**src/rtl/obstacle_field_gen_if.sv**
```systemverilog
// Control and draw bus between the game controller and obstacle_field_gen.
// The master drives the animation controls; the slave returns the field geometry and game events.
interface obstacle_field_gen_if #(
    parameter int unsigned N_OBS = 8,
    parameter int unsigned CW    = 12
);
    logic                  i_ani_stb;
    logic                  i_animate;
    logic                  i_pause;
    logic                  i_lose;
    logic                  i_done;
    logic [3:0]            i_speed;
    logic [N_OBS*CW-1:0]   o_x_l;
    logic [N_OBS*CW-1:0]   o_x_r;
    logic [N_OBS*CW-1:0]   o_y_t;
    logic [N_OBS*CW-1:0]   o_y_b;
    logic [N_OBS-1:0]      o_active;
    logic                  o_score;
    logic [7:0]            o_level;
    logic                  o_level_up;
    logic                  o_paused;
    logic                  o_field_empty;

    modport master (
        output i_ani_stb, i_animate, i_pause, i_lose, i_done, i_speed,
        input  o_x_l, o_x_r, o_y_t, o_y_b, o_active, o_score, o_level,
               o_level_up, o_paused, o_field_empty
    );

    modport slave (
        input  i_ani_stb, i_animate, i_pause, i_lose, i_done, i_speed,
        output o_x_l, o_x_r, o_y_t, o_y_b, o_active, o_score, o_level,
               o_level_up, o_paused, o_field_empty
    );
endinterface

```
**src/rtl/obstacle_field_gen.sv**
```systemverilog
// Scrolling obstacle field: N_OBS recycled slots with LFSR-chosen kinds, score/level events, per-slot rectangles.
// Optional: define LEVEL_SPEEDUP_EN to add (level-1)>>2 to the scroll speed, capped at 15.
module obstacle_field_gen #(
    parameter int unsigned N_OBS         = 8,
    parameter int unsigned CW            = 12,
    parameter int unsigned D_WIDTH       = 640,
    parameter int unsigned D_HEIGHT      = 480,
    parameter int unsigned H_WIDTH       = 20,
    parameter int unsigned HEIGHT_L      = 40,
    parameter int unsigned HEIGHT_H      = 400,
    parameter int unsigned SPACING       = 80,
    parameter int unsigned OBS_PER_LEVEL = 16,
    parameter logic [7:0]  LFSR_SEED     = 8'hA5
) (
    input logic               i_clk,
    input logic               i_rst,
    obstacle_field_gen_if.slave bus
);
    localparam int unsigned   CNT_W    = $clog2(OBS_PER_LEVEL + 1);
    localparam logic [CW-1:0] X_RCY    = CW'(D_WIDTH - H_WIDTH);
    localparam logic [CW-1:0] X_LEFT   = CW'(D_WIDTH + H_WIDTH);
    localparam logic [CW-1:0] X_WRAP   = CW'(N_OBS * SPACING);
    localparam logic [CW-1:0] DW       = CW'(D_WIDTH);
    localparam logic [CW-1:0] DH       = CW'(D_HEIGHT);
    localparam logic [CW-1:0] Y_LOW_T  = CW'(D_HEIGHT - HEIGHT_L);
    localparam logic [CW-1:0] Y_HIGH_B = CW'(HEIGHT_H);

    logic [CW-1:0]    x_q    [N_OBS];
    logic [1:0]       kind_q [N_OBS];
    logic [CW-1:0]    x_n    [N_OBS];
    logic [1:0]       kind_n [N_OBS];
    logic [7:0]       lfsr_q, lfsr_n;
    logic [7:0]       level_q, level_n;
    logic [CNT_W-1:0] cnt_q, cnt_n;
    logic             paused_q, pause_d_q;
    logic             move_c, found_c, score_c, level_up_c, all_empty_c;
    logic [3:0]       speed_c;
    logic [CW-1:0]    xl_c, xr_c;
    logic [N_OBS*CW-1:0] x_l_c, x_r_c, y_t_c, y_b_c;
    logic [N_OBS-1:0]    active_c;

    assign move_c = bus.i_ani_stb & bus.i_animate & ~paused_q & ~bus.i_lose;

`ifdef LEVEL_SPEEDUP_EN
    logic [8:0] spd_sum_c;
    assign spd_sum_c = 9'(bus.i_speed) + 9'(8'(level_q - 8'd1) >> 2);
    assign speed_c   = (spd_sum_c > 9'd15) ? 4'd15 : spd_sum_c[3:0];
`else
    assign speed_c = bus.i_speed;
`endif

    // Slot motion and recycling; the lowest recycling index owns the score event.
    always_comb begin
        lfsr_n     = lfsr_q;
        found_c    = 1'b0;
        score_c    = 1'b0;
        level_up_c = 1'b0;
        cnt_n      = cnt_q;
        level_n    = level_q;
        for (int unsigned i = 0; i < N_OBS; i++) begin
            x_n[i]    = x_q[i];
            kind_n[i] = kind_q[i];
            if (move_c) begin
                if (x_q[i] <= X_RCY) begin
                    x_n[i]    = x_q[i] + X_WRAP;
                    kind_n[i] = bus.i_done ? 2'b00 : lfsr_n[1:0];
                    lfsr_n    = {lfsr_n[6:0], lfsr_n[7] ^ lfsr_n[5] ^ lfsr_n[4] ^ lfsr_n[3]};
                    if (!found_c) begin
                        found_c = 1'b1;
                        score_c = (kind_q[i] != 2'b00);
                    end
                end else begin
                    x_n[i] = x_q[i] - CW'(speed_c);
                end
            end
        end
        if (score_c) begin
            if (cnt_q == CNT_W'(OBS_PER_LEVEL - 1)) begin
                cnt_n = '0;
                if (level_q != 8'hFF) begin
                    level_n    = level_q + 8'd1;
                    level_up_c = 1'b1;
                end
            end else begin
                cnt_n = cnt_q + CNT_W'(1);
            end
        end
    end

    // Screen rectangles; empty or fully off-right slots use the hidden encoding.
    always_comb begin
        xl_c        = '0;
        xr_c        = '0;
        x_l_c       = '0;
        x_r_c       = '0;
        y_t_c       = '0;
        y_b_c       = '0;
        active_c    = '0;
        all_empty_c = 1'b1;
        for (int unsigned i = 0; i < N_OBS; i++) begin
            xl_c = (x_q[i] <= X_LEFT) ? '0 : x_q[i] - X_LEFT;
            if (x_q[i] <= X_RCY)
                xr_c = '0;
            else if ((x_q[i] - X_RCY) > DW)
                xr_c = DW;
            else
                xr_c = x_q[i] - X_RCY;
            if (kind_q[i] != 2'b00)
                all_empty_c = 1'b0;
            if ((kind_q[i] == 2'b00) || (xl_c >= DW)) begin
                x_l_c[i*CW +: CW] = DW;
                y_t_c[i*CW +: CW] = DH;
            end else begin
                active_c[i]       = 1'b1;
                x_l_c[i*CW +: CW] = xl_c;
                x_r_c[i*CW +: CW] = xr_c;
                y_t_c[i*CW +: CW] = (kind_q[i] == 2'b10) ? '0 : Y_LOW_T;
                y_b_c[i*CW +: CW] = (kind_q[i] == 2'b10) ? Y_HIGH_B : DH;
            end
        end
    end

    always_ff @(posedge i_clk) begin
        if (i_rst) begin
            for (int unsigned i = 0; i < N_OBS; i++) begin
                x_q[i]    <= CW'(2 * D_WIDTH + H_WIDTH + i * SPACING);
                kind_q[i] <= 2'b01;
            end
            lfsr_q            <= LFSR_SEED;
            level_q           <= 8'd1;
            cnt_q             <= '0;
            paused_q          <= 1'b0;
            pause_d_q         <= 1'b0;
            bus.o_x_l         <= {N_OBS{DW}};
            bus.o_x_r         <= '0;
            bus.o_y_t         <= {N_OBS{DH}};
            bus.o_y_b         <= '0;
            bus.o_active      <= '0;
            bus.o_score       <= 1'b0;
            bus.o_level_up    <= 1'b0;
            bus.o_field_empty <= 1'b0;
        end else begin
            for (int unsigned i = 0; i < N_OBS; i++) begin
                x_q[i]    <= x_n[i];
                kind_q[i] <= kind_n[i];
            end
            lfsr_q    <= lfsr_n;
            level_q   <= level_n;
            cnt_q     <= cnt_n;
            pause_d_q <= bus.i_pause;
            if (bus.i_pause && !pause_d_q)
                paused_q <= ~paused_q;
            bus.o_x_l         <= x_l_c;
            bus.o_x_r         <= x_r_c;
            bus.o_y_t         <= y_t_c;
            bus.o_y_b         <= y_b_c;
            bus.o_active      <= active_c;
            bus.o_score       <= score_c;
            bus.o_level_up    <= level_up_c;
            bus.o_field_empty <= bus.i_done & all_empty_c;
        end
    end

    assign bus.o_level  = level_q;
    assign bus.o_paused = paused_q;
endmodule

```
**src/flat_wrapper.sv**
```systemverilog
// flat-port wrapper written by rule: the top's interface ports become plain ports
module obstacle_field_gen_flat 
#(
    parameter int unsigned N_OBS         = 8,
    parameter int unsigned CW            = 12,
    parameter int unsigned D_WIDTH       = 640,
    parameter int unsigned D_HEIGHT      = 480,
    parameter int unsigned H_WIDTH       = 20,
    parameter int unsigned HEIGHT_L      = 40,
    parameter int unsigned HEIGHT_H      = 400,
    parameter int unsigned SPACING       = 80,
    parameter int unsigned OBS_PER_LEVEL = 16,
    parameter logic [7:0]  LFSR_SEED     = 8'hA5
)
  (i_clk, i_rst, bus_i_ani_stb, bus_i_animate, bus_i_pause, bus_i_lose, bus_i_done, bus_i_speed, bus_o_x_l, bus_o_x_r, bus_o_y_t, bus_o_y_b, bus_o_active, bus_o_score, bus_o_level, bus_o_level_up, bus_o_paused, bus_o_field_empty);
  obstacle_field_gen_if #(.N_OBS(N_OBS), .CW(CW)) bus_i ();
  input logic i_clk;
  input logic i_rst;
  input wire logic [$bits(bus_i.i_ani_stb)-1:0] bus_i_ani_stb;
  input wire logic [$bits(bus_i.i_animate)-1:0] bus_i_animate;
  input wire logic [$bits(bus_i.i_pause)-1:0] bus_i_pause;
  input wire logic [$bits(bus_i.i_lose)-1:0] bus_i_lose;
  input wire logic [$bits(bus_i.i_done)-1:0] bus_i_done;
  input wire logic [$bits(bus_i.i_speed)-1:0] bus_i_speed;
  output wire logic [$bits(bus_i.o_x_l)-1:0] bus_o_x_l;
  output wire logic [$bits(bus_i.o_x_r)-1:0] bus_o_x_r;
  output wire logic [$bits(bus_i.o_y_t)-1:0] bus_o_y_t;
  output wire logic [$bits(bus_i.o_y_b)-1:0] bus_o_y_b;
  output wire logic [$bits(bus_i.o_active)-1:0] bus_o_active;
  output wire logic [$bits(bus_i.o_score)-1:0] bus_o_score;
  output wire logic [$bits(bus_i.o_level)-1:0] bus_o_level;
  output wire logic [$bits(bus_i.o_level_up)-1:0] bus_o_level_up;
  output wire logic [$bits(bus_i.o_paused)-1:0] bus_o_paused;
  output wire logic [$bits(bus_i.o_field_empty)-1:0] bus_o_field_empty;
  assign bus_i.i_ani_stb = bus_i_ani_stb;
  assign bus_i.i_animate = bus_i_animate;
  assign bus_i.i_pause = bus_i_pause;
  assign bus_i.i_lose = bus_i_lose;
  assign bus_i.i_done = bus_i_done;
  assign bus_i.i_speed = bus_i_speed;
  assign bus_o_x_l = bus_i.o_x_l;
  assign bus_o_x_r = bus_i.o_x_r;
  assign bus_o_y_t = bus_i.o_y_t;
  assign bus_o_y_b = bus_i.o_y_b;
  assign bus_o_active = bus_i.o_active;
  assign bus_o_score = bus_i.o_score;
  assign bus_o_level = bus_i.o_level;
  assign bus_o_level_up = bus_i.o_level_up;
  assign bus_o_paused = bus_i.o_paused;
  assign bus_o_field_empty = bus_i.o_field_empty;
  obstacle_field_gen #(.N_OBS(N_OBS), .CW(CW), .D_WIDTH(D_WIDTH), .D_HEIGHT(D_HEIGHT), .H_WIDTH(H_WIDTH), .HEIGHT_L(HEIGHT_L), .HEIGHT_H(HEIGHT_H), .SPACING(SPACING), .OBS_PER_LEVEL(OBS_PER_LEVEL), .LFSR_SEED(LFSR_SEED)) u_core (.i_clk(i_clk), .i_rst(i_rst), .bus(bus_i));
endmodule
```
**config.mk**
```make
export PLATFORM = sky130hd
export DESIGN_NAME = obstacle_field_gen_flat
export DESIGN_NICKNAME = d
export VERILOG_FILES = /design/src/rtl/obstacle_field_gen_if.sv /design/src/rtl/obstacle_field_gen.sv /design/src/flat_wrapper.sv
export SDC_FILE = /design/constraint.sdc
export NUM_CORES = 1
export LEC_CHECK = 0
export ABC_AREA = 1
export BUFFER_PORTS_ARGS = -buffer_cell sky130_fd_sc_hd__buf_2
export CAP_MARGIN = 15
export CORE_UTILIZATION = 46
export CTS_CLUSTER_DIAMETER = 200
export DETAILED_ROUTE_END_ITERATION = 10
export PLACE_DENSITY = 0.69
export SLEW_MARGIN = 20
export SYNTH_ARGS = -nofsm -noshare
export SYNTH_HDL_FRONTEND = slang
export SYNTH_SLANG_ARGS = --single-unit
```
**constraint.sdc**
```tcl
create_clock -name i_clk -period 4.2 [get_ports i_clk]
set_clock_uncertainty 0.2 [all_clocks]
set_input_delay 0.84 -clock i_clk [delete_from_list [all_inputs] [get_ports i_clk]]
set_output_delay 0.84 -clock i_clk [all_outputs]
set_load 0.02 [all_outputs]
```
Word level (Yosys, flattened, before mapping). Memory sizes are Yosys's and may differ from the RTL's. Cells that the tools add are included.

Add/subtract/negate cells: 34. $mul: 0. Divide/modulo/power cells: 0. $lt $le $gt $ge: 32. Equality and inequality tests: 10. Shift operators: 0. Multiplexer cells: 162. Bitwise logic cells: 48. Reduce and logical (&&, ||, !) cells: 52.

Operators with widths (number): 12-bit 2-to-1 mux (32); 12-bit by 10-bit less-or-equal comparator with 1-bit output (second input constant) (16); 12-bit by 10-bit subtractor with 12-bit output (second input constant) (16); 8-bit 2-to-1 mux (16); 12-bit by 10-bit adder with 12-bit output (second input constant) (8); 12-bit by 10-bit >= comparator with 1-bit output (second input constant) (8); 12-bit by 10-bit greater-than comparator with 1-bit output (second input constant) (8); 12-bit by 4-bit subtractor with 12-bit output (8); 10-bit 2-to-1 mux (8); 9-bit 2-to-1 mux (8); 2-bit 2-to-1 mux (32); 1-bit 2-to-1 mux (57); 7-bit 2-to-1 mux (8); 4-bit OR reduction (8); 3-bit OR reduction (9); 1-bit XOR (24); 2-bit equality test (second input constant) (8); 2-bit logical NOT (8); 1-bit bitwise OR (16); 2-bit nonzero test (8); 2-bit OR reduction (8); 8-bit by 1-bit adder with 8-bit output (second input constant) (1); 1-bit logical OR (8); 8-bit != test (second input constant) (1); 8 further kinds (14).

Register bits after elaboration: 418. Bits in latches: 0. Memory bits (writable): 112. ROM bits: 0. Input bits: 11. Output and inout port bits: 404. Memories: 2.

Memories: u_core.x_q (depth 8, bits a word 12, read ports 8, clocked after Yosys merged registers in 0, wr ports 8, line obstacle_field_gen.sv:28) `logic [CW-1:0] x_q [N_OBS];`; u_core.kind_q (depth 8, bits a word 2, read ports 8, clocked after Yosys merged registers in 0, wr ports 8, line obstacle_field_gen.sv:29) `logic [1:0] kind_q [N_OBS];`.

Longest topological paths before layout. Gate-level depths: netlist of run 1.

Word-level depth: 40. Gate-level depth with buffers: 32.

Worst setup path before layout of run 1. OpenSTA, ideal clock, no wires.

Kind: input to register. From: input bus_i_lose. To: register u_core.lfsr_q[0]. Arrival: 2860 ps. Required time: 3888 ps. Slack: 1028 ps. Stages on the path: 25. Buffers on the path: 2. Cell sequence: nor2_1 -> and3_1 -> buf_4 -> buf_2 -> nand3_1 -> nand2_1 -> nand2_1 -> nand2_2 -> nand2_1 -> nand2_1 -> nand2_1 -> nand2_1 -> nand2_1 -> nand2_1 -> nand2_1 -> nand2_1 -> nand2_1 -> nand2_1 -> nand3_1 -> nand3_1 -> nand3_2 -> nand3_1 -> nand2_1 -> inv_1 -> nand2_1.

Word-level cells in the longest chain between the ends: 23.

Ends and longest elaborated chain: from (decl) (line flat_wrapper.sv:22) `input wire logic [$bits(bus_i.i_lose)-1:0] bus_i_lose;`; 1-bit NOT (*) (line obstacle_field_gen.sv:42) `assign move_c = bus.i_ani_stb & bus.i_animate & ~paused_q & ~bus.i_lose;`; 1-bit AND (*) (line obstacle_field_gen.sv:42); 8-bit 2-to-1 mux (line obstacle_field_gen.sv:63) `if (move_c) begin`; 1-bit XOR (3 in series) (line obstacle_field_gen.sv:67) `lfsr_n = {lfsr_n[6:0], lfsr_n[7] ^ lfsr_n[5] ^ lfsr_n[4] ^ lfsr_n[3]};`; 8-bit 2-to-1 mux (line obstacle_field_gen.sv:64) `if (x_q[i] <= X_RCY) begin`; 8-bit 2-to-1 mux (line obstacle_field_gen.sv:63); 8-bit 2-to-1 mux (line obstacle_field_gen.sv:64); 8-bit 2-to-1 mux (line obstacle_field_gen.sv:63); [... 3 more ...]; 8-bit 2-to-1 mux (line obstacle_field_gen.sv:63); 8-bit 2-to-1 mux (line obstacle_field_gen.sv:64); 8-bit 2-to-1 mux (line obstacle_field_gen.sv:63); 8-bit 2-to-1 mux (line obstacle_field_gen.sv:64); 8-bit 2-to-1 mux (line obstacle_field_gen.sv:63); 1-bit XOR (3 in series) (line obstacle_field_gen.sv:67); 8-bit 2-to-1 mux (line obstacle_field_gen.sv:64); 8-bit 2-to-1 mux (*) (line obstacle_field_gen.sv:63); to (signal assigned) (line obstacle_field_gen.sv:147) `lfsr_q <= lfsr_n;`; to (decl) (line obstacle_field_gen.sv:32) `logic [7:0] lfsr_q, lfsr_n;`.

Mark *: on every way between the ends. The rest lies on a longest branch, timed or not. A chain may end at the register's enable or synchronous reset.

==> results of run 1 <==
## worst max-delay path: stages (launching register included)
cell     delay (ns)
dfxtp_1        0.54
ha_1           0.28
nor2_1         0.07
nor2_1         0.10
nand2_1        0.07
nand2_1        0.12
o21ai_2        0.08
nand2_1        0.09
nand2_2        0.11
inv_1          0.24
nand3_1        0.13
nor3_2         0.21
nand2_1        0.15
o32ai_4        0.53
nand2_2        0.28
o21ai_0        0.21
nand2_1        0.07
nor2_1         0.10
## kinds of logic after synthesis
kind of cell,count (synthesis)
simple gates,1140
fa+ha+maj,98
buf+inv,509
compound gates,400
other cells,1
flops,378
xor+xnor,104
## metal layers
metal,vias to the layer above,track usage [%],share of wire [%]
li1,8833,-,-
met1,8119,29.87,45
met5,-,0,0.025
met4,2,8.190,2.6
met2,531,39.40,47
met3,91,3.757,5.8
## final timing paths
path,start,to,slack (ns),depth (start not counted)
hold / removal,u_core.cnt_q[4]$_SDFFE_PP0P_,u_core.cnt_q[4]$_SDFFE_PP0P_,0.25,2
setup reg to reg,u_core.x_q[0][26]$_SDFFE_PP1P_,u_core.bus.o_level[3]$_SDFFE_PP0P_,0.55,17
hold reg to reg,u_core.cnt_q[4]$_SDFFE_PP0P_,u_core.cnt_q[4]$_SDFFE_PP0P_,0.25,2
setup / recovery,u_core.x_q[0][26]$_SDFFE_PP1P_,u_core.bus.o_level[3]$_SDFFE_PP0P_,0.55,17
## power groups by stage
stage / Sequential, W / Combinational, W / Clock, W
floorplan: 0.00386 / 0.000604 / 0
global placement: 0.00381 / 0.000774 / 0
detailed placement: 0.00382 / 0.000784 / 0
CTS: 0.00374 / 0.000789 / 0.00432
global route: 0.00375 / 0.000879 / 0.00447
finish: 0.00374 / 0.000793 / 0.00423
## cell type report
cell class / count / share of cell area [%]
Multi-Input combinational cell: 1878 / 44.34
Inverter: 281 / 4.658
Clock buffer: 53 / 5.245
Sequential cell: 378 / 33.18
Clock inverter: 25 / 1.849
Tap cell: 539 / 2.957
Timing Repair Buffer: 339 / 7.769
## through the flow
| step | setup slack (ns) | cells | util, % | cell area (sq um) |
|---|---|---|---|---|
| after CTS | 0.1184 | 3493 | 54.09 | 22790 |
| final | 0.5480 | 3493 | 54.13 | 22810 |
| after global routing | 0.1755 | 3493 | 54.13 | 22810 |
| after global placement | 0.2108 | 3415 | 50.25 | 21170 |
| after floorplan | 1.028 | 2765 | - | 20260 |
| after detailed placement | 0.1568 | 3415 | 50.25 | 21170 |
## sequential cells by signal (all words and copies together) (netlist names), 5 cells and up
signal and cells:
u_core.bus.o_x_r 96, u_core.bus.o_y_b 18, u_core.bus.o_x_l 96, u_core.lfsr_q 8, u_core.bus.o_y_t 22, u_core.x_q 96
u_core.bus.o_level 8, u_core.bus.o_active 8, u_core.cnt_q 5, u_core.kind_q 16
## Yosys cell counts, types with 29 or more instances
cell type  number
dfxtp_1       378
nand2_1       454
buf_4         158
nand4_1        37
nand3_1       148
ha_1           90
nand3_2        29
xor2_1        100
nor2_1        324
o21ai_0       147
buf_2          31
nor3_1         57
inv_1         248
a21oi_1       164
==> impl_results.md, run 1 <==
- Status: complete, no violations
- Simple-gate share of the synthesized area: about a quarter
- Clock share of power: 48.3%
- Die Span X: 209.2 microns
- Largest family of logic cells by synthesized area: simple AND/OR/NAND/NOR gates
- Fillers: roughly 4000
- Switching Share: between 20 and 25%
- Final #Nets: 3030
- FFs w/ async S/R, synth: 0%
- 1st-pass router iterations: 6
- PortBufs: 310
- First-pass GRT wire length: 83930 microns
- Worst hold margin: about 0.25 ns
- Rel. slew slack: 51.32%
- CTS H-Tree Depth: 2
- Grt total ovfl: 0
- Post-synthesis mux area share: 0%
- Synth unique cells: 62
- Final Critical Period: 3.652 ns
- CTS sink count: 378
- Tot Pwr: ~0.009 W
- I/O pins: 415
- HP Class: flop to flop
- Final Wtd Congestion: between 0.9 and 1
- P_sw: 0.002157 W
- Pleak: 11.31 nW
- Multi-input logic area: just over 10000 sq um
- Primary FF master, synth: dfxtp_1
- Core Footprint: 42130 sq um
- Sequential power share: approximately 43%
- Post-DP HPWL: ~38000 microns
- Initial antenna violation count: 1
- Critical path startpoint category: flop
- Tot GR Track Use: 23.27%
- RSZ-0062 raised after global routing: false
- Die ar.: 43760 sq um
- Internal power: 0.006598 W
- Clock latency on the worst-skew pair: 0.57 ns
- Most common cell after layout, fill and taps aside: nand2_1
- Crit path kind: flop to flop
- Synthesized area per cell: 7.509 sq um
- Share of layout cells above drive strength 1: 18.31%
- Endpoint class of the critical path: flop
- Final setup viols: 0
- Worst Tran Pin Value: 0.7302 ns
- Post-synthesis cell count: 2630
- Number of global-route vias before repair: 16680
- CTS tree: yes
- Hold_buf cts: 0
- Yosys warnings: 0
- WP data required: roughly 4.5 ns
- Placement row count: 75
- Post-synth EDFFs: 0
- Starting Density: 46.87%
- Area fraction of the dominant cell type after synthesis: 38.32%
- Area delta synth->final: 15.48%
- Initial drt markers: 1057
- Crit path arrival time: 3.95 ns
- Area leader, netlist: dfxtp_1
- Largest cells by area after synthesis: dfxtp_1, nand2_1, nor2_1, buf_4, ha_1
- Area share of xor/xnor cells in the synthesized design: around 4.6%
- Final antenna-violating net count: 0
- Post-DR vias/cell: 5.032
- Sequential cell area: approximately 7600 sq um
- Pins over their slew limit: 0
- Setup bufs post-CTS: 0
- Via Count: 17580
- Clock-pin slew on the worst setup and hold paths: 0.06 ns
- PwrDens: 383.9 nW/um^2
- Most frequent cells in the layout: nand2_1, dfxtp_1, nor2_1
- Longest Clk Path Bufs: 3
- Final wirelength: 51650 microns
- #FFs+latches synth: 378
- Mapped Area: just under 20000 sq um
- Fin. Hold Viols: 0
- Fin crit share: 86.95%
- Seq/Total Area, Yosys: 38.32%
- Logic pwr share: under 10%
- F_max: 0.2738 GHz
- Complex-gate fraction of the synthesized area: 11.46%
- Die Ht: 209.2 microns
- N_diodes: 0
- Worst IR Drop VDD: 288.3 uV
- Drt wl/cell: between 10 and 15 microns
- DRC violations left: 0
- Adder-cell share of the synthesized area: 6.513%
- CTS root buf: clkbuf_16
- Max-capacitance violation count: 0
- Largest net degree at the start of global routing: 50
- CTS buffer count: between 40 and 50
- Crit Path Max Fanout: 15
- Post-cts sizing count: 0
- Fin Setup TNS: 0 ns
Power figures use the tool's default switching activity.
==> run 2: changes to the inputs <==
--- a/config.mk
+++ b/config.mk
@@ -11,6 +11,7 @@
 export CORE_UTILIZATION = 46
 export CTS_CLUSTER_DIAMETER = 200
 export DETAILED_ROUTE_END_ITERATION = 10
+export HOLD_SLACK_MARGIN = 0.06
 export PLACE_DENSITY = 0.69
 export SLEW_MARGIN = 20
 export SYNTH_ARGS = -nofsm -noshare
==> constraint.sdc (replaced) <==
create_clock -name i_clk -period 4.2 [get_ports i_clk]
set_clock_uncertainty 0.2 [all_clocks]
set_input_delay 0.21 -clock i_clk [delete_from_list [all_inputs] [get_ports i_clk]]
set_output_delay 0.21 -clock i_clk [all_outputs]
set_load 0.02 [all_outputs]
==> run 2 against run 1 <==
Compared with the run above: via count is essentially flat; worst hold slack lost 0.10 ns; routed wire length shrank 2.3%; cell count shrank 0.23%; clock-buffer cell count grew 1; die area is the same; non-clock buffer count shrank 8; global-route usage shrank 0.83 points; cell area shrank 0.44%; critical path type unchanged; critical endpoint unchanged.
==> impl_results.md, run 2 (synthesis gave the netlist of run 1 again) <==
- Status: complete, no violations
- Pins over their slew limit: 0 (unchanged)
- CTS tree: yes
- Final Critical Period: 3.739 ns (+0.08652 ns)
- Drt wl/cell: 14.48 microns (-2.1%)
- Critical path startpoint category: flop
- Max-capacitance violation count: 0 (unchanged)
- 1st-pass router iterations: 6 (unchanged)
- Tot Pwr: 0.008567 W (-2.2%)
- HP Class: input pin to flop
- N_diodes: 0 (unchanged)
- RSZ-0062 raised after global routing: false
- Final Wtd Congestion: 0.9345 (+2.0%)
- Sequential power share: 43.6% (+0.9 points)
- Post-DP HPWL: 37740 microns (-1.8%)
- I/O pins: 415 (unchanged)
- Starting Density: 46.87% (unchanged)
- Grt total ovfl: 0 (unchanged)
- Rel. slew slack: 35.72% (-16 points)
- Final antenna-violating net count: 0 (unchanged)
- Crit Path Max Fanout: 16 (+1)
- Pleak: 11.23 nW (-0.72%)
- First-pass GRT wire length: 81030 microns (-3.5%)
- F_max: 0.2675 GHz (-2.3%)
- Final #Nets: 3022 (-0.26%)
- Largest net degree at the start of global routing: 52 (+4.0%)
- Worst IR Drop VDD: 238.3 uV (-17%)
- Share of layout cells above drive strength 1: 17.89% (-0.43 points)
- Post-DR vias/cell: 5.046 (+0.29%)
- Switching Share: 25.30% (+0.66 points)
- PwrDens: 377.3 nW/um^2 (-1.7%)
- Die Span X: 209.2 microns (unchanged)
- Fin. Hold Viols: 0 (unchanged)
- CTS root buf: clkbuf_16
- CTS H-Tree Depth: 2 (unchanged)
- Fillers: 4054 (+0.40%)
- Internal power: 0.006399 W (-3.0%)
- Via Count: 17590 (+0.057%)
- Clock latency on the worst-skew pair: 0.56 ns (about the same)
- Longest Clk Path Bufs: 3 (unchanged)
- CTS buffer count: 43 (unchanged)
- PortBufs: 310 (unchanged)
- Regs by FF count: u_core.bus.o_x_l x96, u_core.bus.o_x_r x96, u_core.x_q x96
- P_sw: 0.002167 W (+0.45%)
- Most common cell after layout, fill and taps aside: nand2_1
- Die ar.: 43760 sq um (unchanged)
- Slowest stage delay, CP: 0.52 ns (-0.02 ns)
- Fin crit share: 89.01% (+2.1 points)
- Area delta synth->final: 14.96%
- WP data required: 4.50 ns (about the same)
- CP Cell Sequence: ha_1 -> nand2_1 -> nor2_2 -> nand2_1 -> nand2_4 -> nand2_2 -> nand2_2 -> nand2_4 -> nand2_8 -> nand3_1 -> nor3_2 -> nand2_1 -> o32ai_4 -> nand2_1 -> o21ai_0 -> nand2_1 -> nor2_1
- CP most frequent cell: nand2_1
- Number of global-route vias before repair: 16190 (-3.0%)
- Initial drt markers: 1129 (+6.8%)
- Die Ht: 209.2 microns (unchanged)
- Logic pwr share: 9.2% (about the same)
- DRC violations left: 0 (unchanged)
- Sequential cell area: 7567 sq um (unchanged)
- Final setup viols: 0 (unchanged)
- Tot GR Track Use: 22.44% (-0.83 points)
- Slowest library cell on the worst path: o32ai_4
- Placement row count: 75 (unchanged)
- Crit path arrival time: 4.04 ns (+0.09 ns)
- Setup bufs post-CTS: 0 (unchanged)
- Placed Area: 21070 sq um (-0.50%)
- Clock share of power: 47.2% (-1.1 points)
- Core Footprint: 42130 sq um (unchanged)
- Endpoint class of the critical path: flop
- Worst Tran Pin Value: 0.9627 ns (+0.2326 ns)
- Multi-input logic area: 10110 sq um (about the same)
- Crit path kind: flop to flop
- Design area: 22700 sq um (-0.44%)
- Clock-pin slew on the worst setup and hold paths: 0.06 ns (about the same)
- CTS sink count: 378 (unchanged)
- Initial antenna violation count: 0 (-1)
- Final wirelength: 50450 microns (-2.3%)
- Most frequent cells in the layout: nand2_1, dfxtp_1, nor2_1
- Fin Setup TNS: 0 ns (unchanged)
-- run 2: power by group through the flow --
stage | registers, W | clock network, W | logic (W)
after floorplan | 0.00386 | 0 | 0.000604
after global placement | 0.00381 | 0 | 0.000768
after detailed placement | 0.00381 | 0 | 0.000773
after CTS | 0.00374 | 0.00414 | 0.000782
after global routing | 0.00374 | 0.00429 | 0.000871
final | 0.00374 | 0.00405 | 0.000785
-- run 2: final cells by class --
| class | count | share of cell area, % |
|---|---|---|
| flip-flops and latches | 378 | 33.33 |
| well taps | 539 | 2.970 |
| clock inverters | 24 | 1.515 |
| multi-input cells | 1878 | 44.53 |
| clock buffers | 54 | 5.373 |
| inverters | 281 | 4.679 |
| repair buffers | 331 | 7.605 |
-- run 2: path summary, 6_finish.rpt --
path | end | slack, ns | start | cells past startpoint
worst max-delay path | u_core.bus.o_level[3]$_SDFFE_PP0P_ | 0.46 | u_core.x_q[0][2]$_SDFFE_PP1P_ | 17
worst min-delay path | u_core.x_q[0][0]$_SDFFE_PP0P_ | 0.15 | bus_i_speed[0] | 3
worst max register to register | u_core.bus.o_level[3]$_SDFFE_PP0P_ | 0.46 | u_core.x_q[0][2]$_SDFFE_PP1P_ | 17
worst min register to register | u_core.cnt_q[4]$_SDFFE_PP0P_ | 0.25 | u_core.cnt_q[4]$_SDFFE_PP0P_ | 2
-- run 2: per-stage QoR --
stage,setup WS (ns),hold WS [ns],std cells,util (%)
after floorplan,1.269,0.1146,2765,-
after global routing,0.1011,0.1346,3485,53.89
after detailed placement,0.2519,0.2439,3401,50.00
after global placement,0.3978,0.2392,3401,50.00
after CTS,0.2404,0.1309,3485,53.86
final,0.4615,0.1510,3485,53.89
-- run 2: timing repair --
action,CTS,global route
hold buffers,6,0
hold endpoints to repair,40,0
endpoints found under the setup margin,0,8
resized for setup,0,1
-- run 2: layer usage --
layer | track usage [%] | vias up | routed length [microns]
li1 | - | 8843 | -
met3 | 3.772 | 95 | 2991
met4 | 7.277 | 0 | 1298
met2 | 38.01 | 578 | 23640
met5 | 0 | - | 0
met1 | 28.91 | 8070 | 22520
-- run 2: critical path, delay by kind of cell, from the launching register on --
family                     cells  cell delay [ns]
adders and majority gates      1             0.25
AOI/OAI and AO/OA              2             0.78
DFF                            1             0.51
and+or+nand+nor               14             1.93
